**config.mk**
```make
export PLATFORM = sky130hd
export DESIGN_NAME = snake_game_ctrl_flat
export DESIGN_NICKNAME = d
export VERILOG_FILES = /design/src/rtl/snake_game_ctrl_if.sv /design/src/rtl/snake_game_ctrl.sv /design/src/flat_wrapper.sv
export SDC_FILE = /design/constraint.sdc
export NUM_CORES = 1
export LEC_CHECK = 0
export BUFFER_PORTS_ARGS = -buffer_cell sky130_fd_sc_hd__buf_4
export CAP_MARGIN = 25
export CORE_MARGIN = 3
export CORE_UTILIZATION = 50
export CTS_CLUSTER_DIAMETER = 200
export DETAILED_ROUTE_END_ITERATION = 8
export PLACE_DENSITY = 0.7
export SYNTH_ARGS = -nofsm -noshare
export SYNTH_HDL_FRONTEND = slang
export SYNTH_SLANG_ARGS = --single-unit
```
**constraint.sdc**
```tcl
create_clock -name clock -period 5.4 [get_ports clock]
set_input_delay 1.08 -clock clock [delete_from_list [all_inputs] [get_ports clock]]
set_output_delay 1.08 -clock clock [all_outputs]
set_load 0.05 [all_outputs]
```
**src/rtl/snake_game_ctrl_if.sv**
```systemverilog
// Snake game controller bus.
//  master : player/board side, drives start and buttons, observes game state
//  slave  : game controller, drives head/apple cells, score and status flags
//  start    level, starts a game from IDLE or DONE
//  buttons  {up,down,left,right}, active-high, debounced
//  position head cell {row[1:0],col[1:0]}
//  apple    apple cell, same encoding
//  score    apples eaten
//  eaten    one-cycle pulse per eat
//  running  game in progress (RUN or RESPAWN)
//  done     game finished
interface snake_game_ctrl_if #(
    parameter int SCORE_W = 4
);
    logic               start;
    logic [3:0]         buttons;
    logic [3:0]         position;
    logic [3:0]         apple;
    logic [SCORE_W-1:0] score;
    logic               eaten;
    logic               running;
    logic               done;

    modport master (
        output start, buttons,
        input  position, apple, score, eaten, running, done
    );

    modport slave (
        input  start, buttons,
        output position, apple, score, eaten, running, done
    );
endinterface

```
**src/rtl/snake_game_ctrl.sv**
```systemverilog
// Snake game logic feeding the 4x4 LED-matrix driver.
// Owns a single-cell snake head and an apple; moves the head one cell per
// MOVE_PERIOD clocks in the last-pressed direction with wrap-around, counts
// eaten apples and places each new apple from an 8-bit LFSR.
// Ports:
//  clock  system clock, rising edge
//  reset  synchronous, active-high
//  bus    snake_game_ctrl_if.slave (start/buttons in; position, apple,
//         score, eaten, running, done out -- all registered)
module snake_game_ctrl #(
    parameter int         MOVE_PERIOD = 25_000_000,
    parameter int         SCORE_W     = 4,
    parameter logic [3:0] START_POS   = 4'd0,
    parameter logic [3:0] START_APPLE = 4'd10,
    parameter logic [7:0] LFSR_SEED   = 8'hA5
) (
    input  logic                clock,
    input  logic                reset,
    snake_game_ctrl_if.slave    bus
);
    localparam int CW = (MOVE_PERIOD > 2) ? $clog2(MOVE_PERIOD) : 1;
    localparam logic [CW-1:0] CNT_LAST = CW'(MOVE_PERIOD - 1);

    typedef enum logic [1:0] {IDLE, RUN, RESPAWN, DONE} state_t;
    typedef enum logic [1:0] {DIR_UP, DIR_DOWN, DIR_LEFT, DIR_RIGHT} dir_t;

    state_t             state;
    dir_t               dir;
    dir_t               btn_dir;
    logic               btn_any;
    logic [CW-1:0]      cnt;
    logic [7:0]         lfsr;
    logic [3:0]         position;
    logic [3:0]         apple;
    logic [SCORE_W-1:0] score;
    logic [SCORE_W-1:0] score_inc;
    logic               eaten;
    logic               running;
    logic               done;
    logic [1:0]         row_nxt;
    logic [1:0]         col_nxt;
    logic [3:0]         head_nxt;
    logic               lfsr_fb;

    // x^8+x^6+x^5+x^4+1; shifting left keeps any non-zero seed non-zero.
    assign lfsr_fb   = lfsr[7] ^ lfsr[5] ^ lfsr[4] ^ lfsr[3];
    assign score_inc = score + 1'b1;

    // Button priority up > down > left > right.
    always_comb begin
        btn_any = |bus.buttons;
        btn_dir = DIR_RIGHT;
        if (bus.buttons[3])      btn_dir = DIR_UP;
        else if (bus.buttons[2]) btn_dir = DIR_DOWN;
        else if (bus.buttons[1]) btn_dir = DIR_LEFT;
    end

    // Next head cell; 2-bit row/col arithmetic gives the edge wrap for free.
    always_comb begin
        row_nxt = position[3:2];
        col_nxt = position[1:0];
        case (dir)
            DIR_UP:    row_nxt = position[3:2] - 2'd1;
            DIR_DOWN:  row_nxt = position[3:2] + 2'd1;
            DIR_LEFT:  col_nxt = position[1:0] - 2'd1;
            default:   col_nxt = position[1:0] + 2'd1;
        endcase
        head_nxt = {row_nxt, col_nxt};
    end

    always_ff @(posedge clock) begin
        if (reset) begin
            state    <= IDLE;
            dir      <= DIR_RIGHT;
            cnt      <= '0;
            lfsr     <= LFSR_SEED;
            position <= START_POS;
            apple    <= START_APPLE;
            score    <= '0;
            eaten    <= 1'b0;
            running  <= 1'b0;
            done     <= 1'b0;
        end else begin
            lfsr  <= {lfsr[6:0], lfsr_fb};
            eaten <= 1'b0;
            case (state)
                IDLE, DONE: begin
                    if (bus.start) begin
                        state    <= RUN;
                        position <= START_POS;
                        apple    <= START_APPLE;
                        score    <= '0;
                        cnt      <= '0;
                        dir      <= DIR_RIGHT;
                        running  <= 1'b1;
                        done     <= 1'b0;
                    end
                end
                RUN: begin
                    // The move below uses the old dir, so a press on the
                    // move edge only steers the following move.
                    if (btn_any) dir <= btn_dir;
                    if (cnt == CNT_LAST) begin
                        cnt      <= '0;
                        position <= head_nxt;
                        if (head_nxt == apple) begin
                            score <= score_inc;
                            eaten <= 1'b1;
                            if (score_inc == '1) begin
                                state   <= DONE;
                                running <= 1'b0;
                                done    <= 1'b1;
                            end else begin
                                state <= RESPAWN;
                            end
                        end
                    end else begin
                        cnt <= cnt + 1'b1;
                    end
                end
                RESPAWN: begin
                    if (btn_any) dir <= btn_dir;
                    cnt <= '0;
                    // Retry until the candidate cell is off the head.
                    if (lfsr[3:0] != position) begin
                        apple <= lfsr[3:0];
                        state <= RUN;
                    end
                end
                default: state <= IDLE;
            endcase
        end
    end

    assign bus.position = position;
    assign bus.apple    = apple;
    assign bus.score    = score;
    assign bus.eaten    = eaten;
    assign bus.running  = running;
    assign bus.done     = done;
endmodule

```
**src/flat_wrapper.sv**
```systemverilog
// flat-port wrapper written by rule: the top's interface ports become plain ports
module snake_game_ctrl_flat 
#(
    parameter int         MOVE_PERIOD = 25_000_000,
    parameter int         SCORE_W     = 4,
    parameter logic [3:0] START_POS   = 4'd0,
    parameter logic [3:0] START_APPLE = 4'd10,
    parameter logic [7:0] LFSR_SEED   = 8'hA5
)
  (clock, reset, bus_start, bus_buttons, bus_position, bus_apple, bus_score, bus_eaten, bus_running, bus_done);
  snake_game_ctrl_if #(.SCORE_W(SCORE_W)) bus_i ();
  input  logic clock;
  input  logic reset;
  input wire logic [$bits(bus_i.start)-1:0] bus_start;
  input wire logic [$bits(bus_i.buttons)-1:0] bus_buttons;
  output wire logic [$bits(bus_i.position)-1:0] bus_position;
  output wire logic [$bits(bus_i.apple)-1:0] bus_apple;
  output wire logic [$bits(bus_i.score)-1:0] bus_score;
  output wire logic [$bits(bus_i.eaten)-1:0] bus_eaten;
  output wire logic [$bits(bus_i.running)-1:0] bus_running;
  output wire logic [$bits(bus_i.done)-1:0] bus_done;
  assign bus_i.start = bus_start;
  assign bus_i.buttons = bus_buttons;
  assign bus_position = bus_i.position;
  assign bus_apple = bus_i.apple;
  assign bus_score = bus_i.score;
  assign bus_eaten = bus_i.eaten;
  assign bus_running = bus_i.running;
  assign bus_done = bus_i.done;
  snake_game_ctrl #(.MOVE_PERIOD(MOVE_PERIOD), .SCORE_W(SCORE_W), .START_POS(START_POS), .START_APPLE(START_APPLE), .LFSR_SEED(LFSR_SEED)) u_core (.clock(clock), .reset(reset), .bus(bus_i));
endmodule
```
==> results by group <==
Worst hold path
  • HP Class: reg2reg

Layout
  • Nets: 338
  • P&R area growth vs syn: 9.49%
  • Share of cells above drive strength 1: a little over an eighth
  • Fin util: 57.0%
  • Number of diodes: 0

Power and ir drop
  • Maximum VDD drop: about 160 uV
  • Final Power: roughly 0.74 mW
  • Net Sw Frac: 24.6%
  • Leak Pwr: 0.994 nW
  • Clock power frac: 35.7%
  • Switching power: roughly 0.18 mW
  • Part of the power in registers: 54.6%
  • Pwr Density: 251 nW/um^2
  • Internal Power: roughly 0.55 mW
  • Comb pwr share: between 9 and 10%

Worst setup path
  • Critical Path RT: 5.59 ns
  • Slack of the worst reg-to-reg path: 3.01 ns
  • Setup crit end kind: flip-flop
  • CP Class: reg2reg
  • Startpoint Class: flip-flop
  • Max FO, Critical Path: 10
  • CP arrival: 2.58 ns

Logic synthesis
  • Post-synth EDFFs: 0
  • Netlist Area Pre-Place: ~2700 sq um
  • Mapped Nets: 325
  • Cell variety after synth: 51
  • Main synth FF type: dfxtp_1
  • Register area share after synthesis: ~39%
  • Fraction of registers with async set/reset: 0%
  • #FFs+latches synth: 52
  • Synth warn: 0
  • Synth Instances: 313
  • Mean Syn Cell Area: about 8.6 sq um

Detailed routing
  • Routed len/inst: 13.7 um
  • Wl on met1: 2.42 mm
  • Via density: 5.63
  • Met2 wire length: between 2 and 3 mm
  • Initial DRC count: 63
  • Met3 Wirelength: between 200 and 250 um
  • DR DRC count: 0
  • Drt first pass iters: 4
  • Vias: 2237
  • Top Metal Used: met4
  • Drt total wl: 5.44 mm
  • DRT antenna net count: 0

Timing
  • Final setup margin: 3.01 ns
  • Final Cycle Share: 44.3%
  • Final Max Tran Viols: 0
  • Fin. Hold Viols: 0
  • Clock Skews: between 0.007 and 0.008 ns
  • WHS: between 0.4 and 0.5 ns
  • RSZ-0062 raised after global routing: no
  • Final min period: approximately 2.4 ns
  • Setup_tns: 0 ns
  • Final setup viols: 0
  • Relative slew slack: 46.9%
  • FMAX: roughly 0.42 GHz
  • Worst Max-Slew Pin Slew: 0.795 ns

Placed design
  • Dpl hpwl: 3.89 mm
  • Pre-CTS WS: ~2.7 ns
  • GPL Wtd Cong: just over 0.8
  • Port bufs: 21

Global route
  • Pin count of the biggest net entering global routing: 28
  • Number of global-route vias before repair: ~2100
  • Total track usage: 18.4%
  • Antenna violations before repair: 0
  • Gr ovfl total: 0
  • First-pass GRT wire length: 9.34 mm

Clock network
  • Clk_lat worst skew: 0.30 ns
  • CTS tree: built
  • Clk slew on worst S/H paths: 0.09 ns
  • Num CTS Buffers: 5
  • H-tree Lvls: 2
  • Setup bufs post-CTS: 0
  • Number of gates resized after cts: 0
  • Post-CTS Hold Fix Bufs: 0
  • Clock Tree Buf Depth: 2
  • Root buf cell: clkbuf_8
  • # clock sinks: between 50 and 60

Die
  • Die height: ~79 um
  • Boundary pin count: 22
  • DIE AREA: 6270 sq um
  • Core area: between 5000 and 6000 sq um
  • Initial Util: 52.1%
  • Row cnt: 26
  • Die Wd: 79.2 um

Run
  • Max-Cap Viols: 0

Run status
  • Status: complete, no violations
-- sequential cells by signal (all words and copies together) (netlist names) --
signal               cells
u_core.cnt              25
u_core.bus.eaten         1
u_core.bus.score         4
u_core.bus.done          1
u_core.bus.apple         4
u_core.state             2
u_core.bus.position      4
u_core.bus.running       1
u_core.lfsr              8
u_core.dir               2
-- cell type report --
type | instances | area (sq um)
clock buffers | 6 | 72.6
clock inverters | 2 | 35.0
fillers | 495 | 2210
inverters | 9 | 33.8
multi-input cells | 236 | 1500
flip-flops and latches | 52 | 1040
well taps | 70 | 87.6
repair buffers | 22 | 165
-- cell usage after synthesis (2+ instances only) --
| cell type | count | area share [%] |
|---|---|---|
| nor2b_1 | 5 | 1.2 |
| nor3b_1 | 3 | 0.84 |
| o311ai_1 | 4 | 1.3 |
| and4_1 | 4 | 1.3 |
| nor3_1 | 15 | 2.8 |
| nand3_1 | 21 | 3.9 |
| nand4_1 | 8 | 1.9 |
| a211oi_1 | 2 | 0.56 |
| a31oi_1 | 2 | 0.47 |
| dfxtp_1 | 52 | 39 |
| xnor2_1 | 26 | 8.5 |
| inv_1 | 9 | 1.3 |
| buf_2 | 3 | 0.56 |
| a21oi_1 | 12 | 2.2 |
| xor2_1 | 12 | 3.9 |
| or3_1 | 3 | 0.70 |
| nor4b_1 | 2 | 0.65 |
| clkbuf_8 | 3 | 1.5 |
| nand2_1 | 28 | 3.9 |
| and3_1 | 3 | 0.70 |
| and2_1 | 2 | 0.47 |
| nor4_1 | 8 | 1.9 |
| clkbuf_1 | 5 | 0.70 |
| or2_2 | 4 | 0.93 |
| buf_1 | 2 | 0.28 |
| o21ai_0 | 11 | 2.1 |
| ha_1 | 5 | 2.3 |
| nor2_1 | 34 | 4.8 |
| o221a_2 | 2 | 0.84 |
| o22ai_1 | 2 | 0.47 |
-- power by group through the flow --
| stage | Clock (mW) | Sequential, mW | Combinational [mW] |
|---|---|---|---|
| 3_3_place_gp | 0 | 0.410 | 0.0711 |
| 2_1_floorplan | 0 | 0.411 | 0.0584 |
| 3_5_place_dp | 0 | 0.410 | 0.0724 |
| 5_1_grt | 0.281 | 0.402 | 0.0810 |
| 6_report | 0.262 | 0.401 | 0.0718 |
| 4_1_cts | 0.270 | 0.401 | 0.0724 |
-- cell usage in the layout (no fill, tap or decap), types with 8 or more instances in the layout --
master / n
a21oi_1: 12
buf_4: 22
dfxtp_1: 52
inv_1: 9
nand2_1: 28
nand3_1: 21
nand4_1: 8
nor2_1: 34
nor3_1: 15
nor4_1: 8
o21ai_0: 11
xnor2_1: 26
xor2_1: 12
-- worst paths after layout --
check	end	depth (start not counted)	from
worst max-delay path	u_core.cnt[19]	7	u_core.state[0]
worst min-delay path	u_core.lfsr[7]	1	u_core.lfsr[6]
worst max register to register	u_core.cnt[19]	7	u_core.state[0]
worst min register to register	u_core.lfsr[7]	1	u_core.lfsr[6]
-- cells by family after synthesis --
kind of cell / synth area share (%)
adder cells (fa/ha/maj): 2.34
AND/OR/NAND/NOR: 29.4
buffers and inverters: 5.24
AO/OA/AOI/OAI: 11.7
XOR/XNOR: 12.4
flip-flops: 38.9
-- critical path: stages (launching register included) --
cell	delay, ns
dfxtp_1	0.40
inv_1	0.06
ha_1	0.43
nand2b_1	0.26
nand4_1	0.41
nor4b_1	0.50
xnor2_1	0.16
nor2_1	0.05
-- through the flow --
step                      cell area [sq um]  instances
after floorplan                        2680        313
after global placement                 2820        389
after detailed placement               2820        389
after CTS                              2930        397
after global routing                   2930        397
final                                  2930        397
-- routing by layer --
| metal | GRT usage [%] | vias up |
|---|---|---|
| met5 | 0 | - |
| met4 | 6.19 | 0 |
| met3 | 3.51 | 11 |
| met2 | 32.2 | 34 |
| met1 | 22.4 | 1067 |
| li1 | - | 1125 |
No activity file was read; power rests on OpenSTA's default activity.
